--- config.mk ---
export PLATFORM = sky130hd
export DESIGN_NAME = k_counter
export DESIGN_NICKNAME = d
export VERILOG_FILES = /design/src/rtl/k_counter.sv
export SDC_FILE = /design/constraint.sdc
export NUM_CORES = 1
export LEC_CHECK = 0
export ABC_AREA = 1
export CAP_MARGIN = 20
export CORE_MARGIN = 3
export CORE_UTILIZATION = 36
export DETAILED_ROUTE_END_ITERATION = 7
export GPL_ROUTABILITY_DRIVEN = 0
export SLEW_MARGIN = 25
export SYNTH_ARGS = -nofsm -noshare
export SYNTH_HDL_FRONTEND = slang
export SYNTH_SLANG_ARGS = --single-unit
--- constraint.sdc ---
create_clock -name clk -period 4.25 [get_ports clk]
set_input_delay 0.425 -clock clk [delete_from_list [all_inputs] [get_ports clk]]
set_output_delay 0.425 -clock clk [all_outputs]
set_load 0.005 [all_outputs]
--- src/rtl/k_counter.sv ---
`default_nettype none
//------------------------------------------------------------------------------
// Module      : k_counter
// Description : Signed up/down K-counter for a digital PLL loop filter.
//               The phase-detector sign (dnUp) is synchronized, then walks a
//               signed count between -(K-1) and K-1 with K = 2^(kSel+3).
//               Reaching K-1 going up emits a one-cycle carry pulse and
//               reaching -(K-1) going down emits a one-cycle borrow pulse.
//               In both cases the count then restarts from zero.
// Revision    : 1.0 - initial release
//------------------------------------------------------------------------------
module k_counter #(
  parameter int CNT_W       = 11,  // signed count width, must hold +/-1023
  parameter int SYNC_STAGES = 2    // flops synchronizing dnUp, at least 1
) (
  input  logic                    clk,
  input  logic                    reset,   // asynchronous, active low
  input  logic                    en,
  input  logic                    dnUp,    // 0 = count up, 1 = count down
  input  logic [2:0]              kSel,    // K = 2^(kSel+3)
  output logic                    carry,
  output logic                    borrow,
  output logic signed [CNT_W-1:0] count
);

  // Magnitude arithmetic is one bit wider than the count so that K = 1024
  // and |count| compare without overflowing the count width.
  localparam int c_ext_w = CNT_W + 1;
  localparam logic [c_ext_w-1:0] c_ext_one = {{(c_ext_w-1){1'b0}}, 1'b1};
  localparam logic [CNT_W-1:0]   c_cnt_one = {{(CNT_W-1){1'b0}}, 1'b1};

  logic [SYNC_STAGES-1:0]  sync_q;
  logic [SYNC_STAGES-1:0]  sync_d;
  logic [2:0]              kreg_q;
  logic [2:0]              kreg_d;
  logic signed [CNT_W-1:0] count_q;
  logic signed [CNT_W-1:0] count_d;
  logic                    carry_q;
  logic                    carry_d;
  logic                    borrow_q;
  logic                    borrow_d;

  logic                    w_dir_s;
  logic [3:0]              w_shift;
  logic [c_ext_w-1:0]      w_k_mag;
  logic [c_ext_w-1:0]      w_k_max;
  logic [c_ext_w-1:0]      w_k_min;
  logic [c_ext_w-1:0]      w_cnt_ext;
  logic [c_ext_w-1:0]      w_cnt_abs;
  logic                    w_at_top;
  logic                    w_at_bottom;
  logic                    w_out_of_range;

  // Synchronizer shift: dnUp enters stage 0 and the last stage is dirS.
  generate
    if (SYNC_STAGES == 1) begin : g_sync_single
      always_comb begin
        sync_d = dnUp;
      end
    end else begin : g_sync_chain
      always_comb begin
        sync_d = {sync_q[SYNC_STAGES-2:0], dnUp};
      end
    end
  endgenerate

  assign w_dir_s = sync_q[SYNC_STAGES-1];

  // Modulus register: the sampled kSel is the only source of K.
  always_comb begin
    kreg_d = kSel;
  end

  // Modulus decode and range comparisons for the current count.
  always_comb begin
    w_shift        = {1'b0, kreg_q} + 4'd3;
    w_k_mag        = c_ext_one << w_shift;
    w_k_max        = w_k_mag - c_ext_one;
    w_k_min        = ~w_k_max + c_ext_one;
    w_cnt_ext      = {count_q[CNT_W-1], count_q};
    w_cnt_abs      = count_q[CNT_W-1] ? (~w_cnt_ext + c_ext_one) : w_cnt_ext;
    // Only reachable right after K shrinks below the present magnitude.
    w_out_of_range = (w_cnt_abs >= w_k_mag);
    w_at_top       = (w_cnt_ext == w_k_max);
    w_at_bottom    = (w_cnt_ext == w_k_min);
  end

  // Count walk: range clear wins, then enable, then per-cycle direction.
  always_comb begin
    count_d  = count_q;
    carry_d  = 1'b0;
    borrow_d = 1'b0;
    if (w_out_of_range) begin
      // Silent clear when a smaller K no longer contains the count.
      count_d = '0;
    end else if (en) begin
      if (!w_dir_s) begin
        if (w_at_top) begin
          count_d = '0;
          carry_d = 1'b1;
        end else begin
          count_d = count_q + c_cnt_one;
        end
      end else begin
        if (w_at_bottom) begin
          count_d  = '0;
          borrow_d = 1'b1;
        end else begin
          count_d = count_q - c_cnt_one;
        end
      end
    end
  end

  // State registers with asynchronous active-low reset.
  always_ff @(posedge clk or negedge reset) begin
    if (!reset) begin
      sync_q   <= '0;
      kreg_q   <= '0;
      count_q  <= '0;
      carry_q  <= 1'b0;
      borrow_q <= 1'b0;
    end else begin
      sync_q   <= sync_d;
      kreg_q   <= kreg_d;
      count_q  <= count_d;
      carry_q  <= carry_d;
      borrow_q <= borrow_d;
    end
  end

  assign carry  = carry_q;
  assign borrow = borrow_q;
  assign count  = count_q;

endmodule
`default_nettype wire

* Yosys cells after proc, flatten, opt, wreduce, memory -nomap -nowiden
Index checks and enable logic that the tools add are counted.
** Operators by class
- Bitwise gates (word level) :: 2
- Order comparisons :: 1
- Shifts and indexed selects :: 1
- Multiplexer cells :: 14
- $add $sub $neg :: 6
- Equality and inequality tests :: 2
- Reductions and logical operators :: 1
** Operators by type and width (count)
- 11-bit 2-to-1 mux :: 5
- 12-bit by 1-bit adder with 12-bit output (second input constant) :: 2
- 12-bit == test :: 2
- 12-bit NOT :: 2
- 12-bit >= comparator :: 1
- 12-bit 2-to-1 mux :: 1
- 1-bit by 4-bit << shifter with 12-bit output (first input constant) :: 1
- 12-bit by 1-bit subtractor with 12-bit output (second input constant) :: 1
- 11-bit by 1-bit adder with 11-bit output (second input constant) :: 1
- 11-bit by 1-bit subtractor with 11-bit output (second input constant) :: 1
- 1-bit 2-to-1 mux :: 8
- 3-bit by 2-bit adder with 4-bit output (second input constant) :: 1
- 2-bit nonzero test :: 1
** Word-level totals
- Logic and storage cells :: 32
- Flip-flop bits (word level) :: 18
- Output and inout bits :: 13
- Bits of input ports :: 7

* Logic depth before layout (Yosys ltp)
Gate-level depths: netlist (run 1).
- Depth after elaboration :: 10
- Mapped depth :: 19
- Gate-level depth less buffers :: 18

* Worst setup path before layout (run 1)
No wires, ideal clock.
- Path type :: flip-flop to flip-flop
- From :: register count_q[0] (netlist: count[0])
- To :: register count_q[10] (netlist: count[10])
- Period minus slack after synthesis :: 2700 ps
- Arrival time :: 2584 ps
- Buffers on the path :: 1
- Setup slack :: 1550 ps
- Library setup time :: 117 ps
- Cell stages (with the launch flop) :: 18
- Data required time :: 4133 ps
- Path through :: dfrtp_1 > inv_1 > ha_1 > nand2_1 > nor2_1 > nand3_1 > nor2_1 > xor2_1 > o21ai_0 > ha_1 > nand3_1 > nor2_1 > nand2_1 > nand4_1 > clkbuf_1 > nor2_1 > nand2_1 > nand2_1
** On the way
- Longest elaborated chain between the ends :: 5
- Elaborated cells on any way between the ends :: 14
- Those cells by class :: add/sub (3); order compare (1); eq/ne (2); mux (6); bitwise (1); reduce/logical (1)
** Ends and longest elaborated chain
- start, declared :: RTL line 36 : logic signed [CNT_W-1:0] count_q;
- start signal, assigned :: RTL line 126 : count_q <= count_d;
- 12-bit NOT (tied with other cells) :: RTL line 81 : w_cnt_abs = count_q[CNT_W-1] ? (~w_cnt_ext + c_ext_one) : w_cnt_ext;
- 12-bit by 1-bit adder with 12-bit output (tied with other cells) :: RTL line 81
- 12-bit 2-to-1 mux / 11-bit 2-to-1 mux (equally long branches) :: RTL line 81, 97
- 12-bit >= comparator / 11-bit 2-to-1 mux (equally long branches) :: RTL line 83, 96
- 11-bit 2-to-1 mux / 2-bit nonzero test (equally long branches)
Several ways; a longest one is shown, not always the timed one. The select of a mux whose other input is x is not followed.
A chain may end at the register's enable or synchronous reset.

* Worst setup path after layout (run 1)
- From :: register count_q[0] (netlist: count[0])
- To :: register count_q[6] (netlist: count[6])
Same word-level chain as after synthesis.

==> impl_metrics.py, run 1 <==
metrics = {
    "die": {
        "top_level_ports": 20,
        "die-area_mm2": 0.006916,
        "initial_core_util": 0.3799,
        "die_x_um": 83.16,
        "coreArea_mm2": 0.005642,
        "die_h_um": 83.16,
        "fp-row-count": 27,
    },
    "setup_path": {
        "worst-r2r-setup-slack_ns": 0.84,
        "worstPathRequired_ns": 4.45,
        "crit_type": "flip-flop to flip-flop",
        "cp_max_fo": 11,
        "r2r_end": "count[6]$_DFFE_PN0P_",
        "cp-end-kind": "flip-flop",
        "cp.arrival_ns": 3.61,
        "r2r_start": "count[0]$_DFFE_PN0P_",
        "start_kind": "flip-flop",
        "reg2reg_depth": 16,
    },
    "layout": {
        "n_antenna_cell": 0,
        "finalNetCount": 390,
        "drive_above_1_share": 0.08493,
        "fillers": 606,
        "fin_util": 0.4309,
        "synthToLayoutAreaGrowth_pct": 13.43,
    },
    "timing": {
        "relSlewSlack": 0.4165,
        "rsz0062_at_grt": "no",
        "fin_tns_setup_ns": 0,
        "fmax_ghz": 0.2933,
        "period_needed_ns": 3.410,
        "clock-skew-final_ns": 0.001631,
        "hold_viol_final": 0,
        "hold_slack_ns": 0.3605,
        "min_period_over_period": 0.8024,
        "final_max_slew_viol_count": 0,
        "setup_violations": 0,
        "tightest_slew_ns": 0.8725,
    },
    "clock_tree": {
        "cts_buffers": 3,
        "path_clk_slew_ns": 0.08,
        "clock-root-buffer": "clkbuf_8",
        "postCtsHoldBufs": 0,
        "cts_tree": "done",
        "cts_resized": 0,
        "htree_levels": 1,
        "post_cts_buffers": 0,
        "cts_sinks": 18,
        "clk_latency_ns": 0.26,
        "cts_max_path_buffers": 2,
    },
    "power_and_ir_drop": {
        "p_total_mw": 1.380,
        "power_density_mw_per_mm2": 567.5,
        "ir_drop_uv": 268.8,
        "netSwitchingFraction": 0.5337,
        "intPower_mw": 0.6432,
        "p_sw_mw": 0.7363,
        "leakagePower_nw": 1.282,
        "p_seq_frac": 0.233,
        "clockPowerShare": 0.109,
        "comb_power_share": 0.659,
    },
    "yosys": {
        "syn_area_per_cell_um2": 6.159,
        "ys_seq_elements": 18,
        "yosys_warnings": 0,
        "syn_area_mm2": 0.002143,
        "ys_seq_area_frac": 0.2102,
        "synth_cell_types": 28,
        "netlist_instances": 348,
    },
    "global_routing": {
        "grt_max_degree": 19,
        "grt_usage": 0.1801,
        "antenna_found_initial": 0,
        "grt_pass1_wl_um": 10330,
        "grt_overflow": 0,
        "grt_pass1_vias": 2192,
    },
    "placement": {
        "dp.final_hpwl_um": 4691,
        "portBuffers": 19,
    },
    "drt": {
        "ant_nets": 0,
        "detail_route.wl_per_cell_um": 13.55,
        "num_vias": 2187,
        "wl_um": 5920,
        "drt_pass1_iterations": 4,
        "drc": 0,
        "via_per_inst": 5.005,
        "initialDrtViolationCount": 137,
    },
    "run": {
        "max_cap_violations": 0,
    },
    "status": {
        "status": "finished, final reports clean",
    },
    "min_path": {
        "holdPathEnd": "sync_q[1]$_DFF_PN0_",
        "hp-start": "sync_q[0]$_DFF_PN0_",
        "hold_depth": 0,
        "hp-class": "flip-flop to flip-flop",
    },
}
metrics by stage:
stage | instances | setup slack, ns | instance area (um^2)
detailed placement | 433 | 0.8238 | 2376
global placement | 433 | 0.9033 | 2376
floorplan | 355 | 1.550 | 2170
CTS | 437 | 0.8413 | 2431
global route | 437 | 0.3769 | 2431
finish | 437 | 0.8400 | 2431
cells by family after synthesis:
| logic type | share of synthesized area |
|---|---|
| AO/OA/AOI/OAI | 0.05604 |
| XOR/XNOR | 0.04904 |
| adder cells (fa/ha/maj) | 0.09924 |
| buffers and inverters | 0.09748 |
| flip-flops | 0.2102 |
| other | 0.003504 |
| AND/OR/NAND/NOR | 0.4845 |
state kept, by name (all words and copies together), names as in the netlist:
| name | count |
|---|---|
| borrow | 1 |
| carry | 1 |
| count | 11 |
| kreg_q | 3 |
| sync_q | 2 |
metal layers:
metal  routed length, um  GRT usage  vias to the layer above
met1                2817     0.2446                      964
met3                 364    0.02877                       19
met4                 159    0.05795                        0
li1                    -          -                     1132
met2                2578     0.2908                       72
met5                   0          0                        -
cells in the mapped netlist, drive strengths merged:
cell / count / area, um^2
dfrtp: 18 / 450.4
clkbuf: 4 / 15.01
nand2: 140 / 540.5
conb: 2 / 7.510
a21oi: 9 / 45.04
nand3: 31 / 165.2
inv: 35 / 131.4
xor2: 12 / 105.1
and3: 1 / 6.260
nand4: 11 / 105.1
o21ai: 15 / 75.07
ha: 17 / 212.7
nor4: 1 / 12.51
nor2: 35 / 171.4
clkinv: 1 / 3.750
nor3: 6 / 30.03
nand3b: 1 / 7.510
buf: 9 / 58.80
worst max path at each step:
stage / startpoint / endpoint / slack (ns)
2_1_floorplan: count[0]$_DFFE_PN0P_ / count[10]$_DFFE_PN0P_ / 1.55
3_3_place_gp: count[0]$_DFFE_PN0P_ / count[4]$_DFFE_PN0P_ / 0.90
3_5_place_dp: count[0]$_DFFE_PN0P_ / count[6]$_DFFE_PN0P_ / 0.82
4_1_cts: count[0]$_DFFE_PN0P_ / count[6]$_DFFE_PN0P_ / 0.84
5_1_grt: count[0]$_DFFE_PN0P_ / count[6]$_DFFE_PN0P_ / 0.38
6_report: count[0]$_DFFE_PN0P_ / count[6]$_DFFE_PN0P_ / 0.84
power by group through the flow:
stage / Sequential [mW] / Combinational (mW) / Clock [mW]
floorplan: 0.254 / 0.719 / 0
global placement: 0.321 / 0.903 / 0
detailed placement: 0.322 / 0.907 / 0
CTS: 0.319 / 0.910 / 0.150
global route: 0.332 / 1.05 / 0.156
finish: 0.321 / 0.909 / 0.150
critical path, cell delays in order, from the launching register on:
cell and delay (ns):
dfrtp_1 0.51, inv_1 0.22, ha_1 0.23, nand2_1 0.07, nor2_1 0.17, nand3_1 0.13, nor2_1 0.17, xor2_1 0.20
o21ai_0 0.13, ha_1 0.31, nand3_1 0.14, a21oi_1 0.06, nor2_1 0.13, nand3_1 0.09, nor2_1 0.56, nand2_1 0.12
nand2_1 0.10
area by class of cell:
cell class | instances | area (um^2) | share of cell area
multi-input combinational | 288 | 1510 | 0.6212
sequential | 18 | 450.4 | 0.1853
timing repair buffer | 19 | 190.2 | 0.07823
inverter | 36 | 135.1 | 0.05558
tap | 72 | 90.09 | 0.03706
clock buffer | 4 | 55.05 | 0.02265
placed cells by master, fill, tap and decap left out, drive strengths merged:
master	synthesis	final
a21oi	9	9
nand2	140	140
conb	2	9
nor2	35	35
dfrtp	18	18
nor3	6	6
nor4	1	1
and3	1	1
inv	35	35
nand3b	1	1
o21ai	15	15
clkinv	1	1
xor2	12	12
nand3	31	31
nand4	11	11
clkbuf	4	4
clkdlybuf4s50	0	19
ha	17	17
No activity file was read; power rests on OpenSTA's default activity.
==> run 2, diff against run 1 <==
==> constraint.sdc (replaced) <==
create_clock -name clk -period 3.4 [get_ports clk]
set_input_delay 0.34 -clock clk [delete_from_list [all_inputs] [get_ports clk]]
set_output_delay 0.34 -clock clk [all_outputs]
set_load 0.005 [all_outputs]
==> impl_metrics.py, run 2 (same netlist as run 1, synthesis figures left out) <==
metrics = {
    "drt": {
        "num_vias": 2162,
        "drc": 0,
        "initialDrtViolationCount": 161,
        "ant_nets": 0,
        "detail_route.wl_per_cell_um": 13.47,
        "drt_pass1_iterations": 4,
        "wl_um": 5992,
        "via_per_inst": 4.858,
    },
    "timing": {
        "relSlewSlack": 0.4009,
        "hold_slack_ns": 0.3566,
        "setup_violations": 0,
        "worst_slack_ns": 0.4557,
        "period_needed_ns": 2.944,
        "tightest_slew_ns": 0.8958,
        "fin_tns_setup_ns": 0,
        "fmax_ghz": 0.3396,
        "hold_viol_final": 0,
        "final_max_slew_viol_count": 0,
        "rsz0062_at_grt": "no",
        "clock-skew-final_ns": 0.002391,
        "min_period_over_period": 0.8660,
    },
    "power_and_ir_drop": {
        "comb_power_share": 0.705,
        "leakagePower_nw": 1.323,
        "clockPowerShare": 0.103,
        "p_seq_frac": 0.191,
        "intPower_mw": 0.8536,
        "netSwitchingFraction": 0.5211,
        "p_sw_mw": 0.9288,
        "power_density_mw_per_mm2": 715.5,
        "ir_drop_uv": 352.2,
    },
    "die": {
        "fp-row-count": 27,
        "die_h_um": 83.16,
        "top_level_ports": 20,
        "initial_core_util": 0.3799,
        "die_x_um": 83.16,
        "die-area_mm2": 0.006916,
        "coreArea_mm2": 0.005642,
    },
    "layout": {
        "synthToLayoutAreaGrowth_pct": 16.23,
        "drive_above_1_share": 0.1046,
        "largest_reg_flops": 11,
        "final_cell_mix": "nand2_1, nand3_1, inv_1",
        "finalNetCount": 398,
        "final_common_cell": "nand2_1",
        "n_antenna_cell": 0,
        "layout.cells.non_filler": 445,
    },
    "clock_tree": {
        "post_cts_buffers": 0,
        "clock-root-buffer": "clkbuf_8",
        "cts_max_path_buffers": 2,
        "postCtsHoldBufs": 0,
        "cts_sinks": 18,
        "htree_levels": 1,
        "cts_resized": 0,
        "cts_tree": "done",
        "path_clk_slew_ns": 0.08,
        "cts_buffers": 3,
        "clk_latency_ns": 0.26,
    },
    "global_routing": {
        "grt_pass1_vias": 2132,
        "grt_usage": 0.1804,
        "use_met2": 0.3032,
        "grt_max_degree": 19,
        "grtUsageMet3": 0.02480,
        "grt_use_met1": 0.2432,
        "grt_pass1_wl_um": 10300,
        "top_usage_layer": "met2",
        "grt_overflow": 0,
        "antenna_found_initial": 0,
    },
    "setup_path": {
        "crit_type": "flip-flop to flip-flop",
        "start_kind": "flip-flop",
        "worstPathRequired_ns": 3.61,
        "cp.arrival_ns": 3.15,
        "worst-r2r-setup-slack_ns": 0.46,
        "cp_max_fo": 12,
        "cp-end-kind": "flip-flop",
    },
    "placement": {
        "portBuffers": 19,
        "dp.final_hpwl_um": 4744,
        "pre_cts_slack_ns": 0.4903,
        "dp_cells": 441,
    },
    "status": {
        "status": "finished, final reports clean",
    },
    "min_path": {
        "hp-class": "flip-flop to flip-flop",
    },
    "run": {
        "max_cap_violations": 0,
    },
}
[run 2: cell count changes in the layout (fill, tap and decap cells not counted)]
cell   delta
buf_4     +8
[run 2: final cells by class]
class / instances / area [um^2]
Inverter: 36 / 135.1
Tap cell: 72 / 90.09
Timing Repair Buffer: 27 / 250.2
Clock buffer: 4 / 55.05
Fill cell: 610 / 3151
Multi-Input combinational cell: 288 / 1510
Sequential cell: 18 / 450.4
[run 2: routing by layer]
| layer | part of all wire | vias to the layer above |
|---|---|---|
| met5 | 0 | - |
| met4 | 0.011 | 0 |
| met3 | 0.036 | 6 |
| met2 | 0.47 | 38 |
| met1 | 0.49 | 973 |
| li1 | - | 1145 |
[run 2: worst max-delay path, cell delays in order, from the launching register on]
cell and delay, ns:
dfrtp_1 0.42, inv_1 0.17, ha_1 0.24, nand2_1 0.07, nor2_1 0.16, nand3_1 0.13
nor2_1 0.17, xor2_1 0.23, o21ai_0 0.14, ha_1 0.30, nand3_1 0.14, a21oi_1 0.05
nor2_1 0.12, nand4_1 0.09, buf_4 0.19, a21oi_1 0.16, nand2_1 0.08, nand2_1 0.05
[run 2: worst paths after layout]
| kind | start | end | cells after the start |
|---|---|---|---|
| worst max register to register | count[1]$_DFFE_PN0P_ | count[2]$_DFFE_PN0P_ | 17 |
| max in group asynchronous | reset | kreg_q[2]$_DFF_PN0_ | 1 |
| worst min register to register | sync_q[0]$_DFF_PN0_ | sync_q[1]$_DFF_PN0_ | 0 |
| min in group asynchronous | reset | count[3]$_DFFE_PN0P_ | 1 |
| worst min-delay path | sync_q[0]$_DFF_PN0_ | sync_q[1]$_DFF_PN0_ | 0 |
| worst max-delay path | count[1]$_DFFE_PN0P_ | count[2]$_DFFE_PN0P_ | 17 |
[run 2: per-stage QoR]
step           total power, mW  cell area (um^2)    util
2_1_floorplan            1.217              2170       -
3_3_place_gp             1.593              2436  0.4318
3_5_place_dp             1.595              2436  0.4318
4_1_cts                  1.790              2491  0.4416
5_1_grt                  1.988              2491  0.4416
6_report                 1.782              2491  0.4416
[run 2: power groups by stage]
stage,sequential [mW],clock (mW),combinational (mW)
CTS,0.341,0.190,1.26
global route,0.350,0.198,1.44
global placement,0.343,0,1.25
finish,0.341,0.184,1.26
detailed placement,0.345,0,1.25
floorplan,0.318,0,0.899
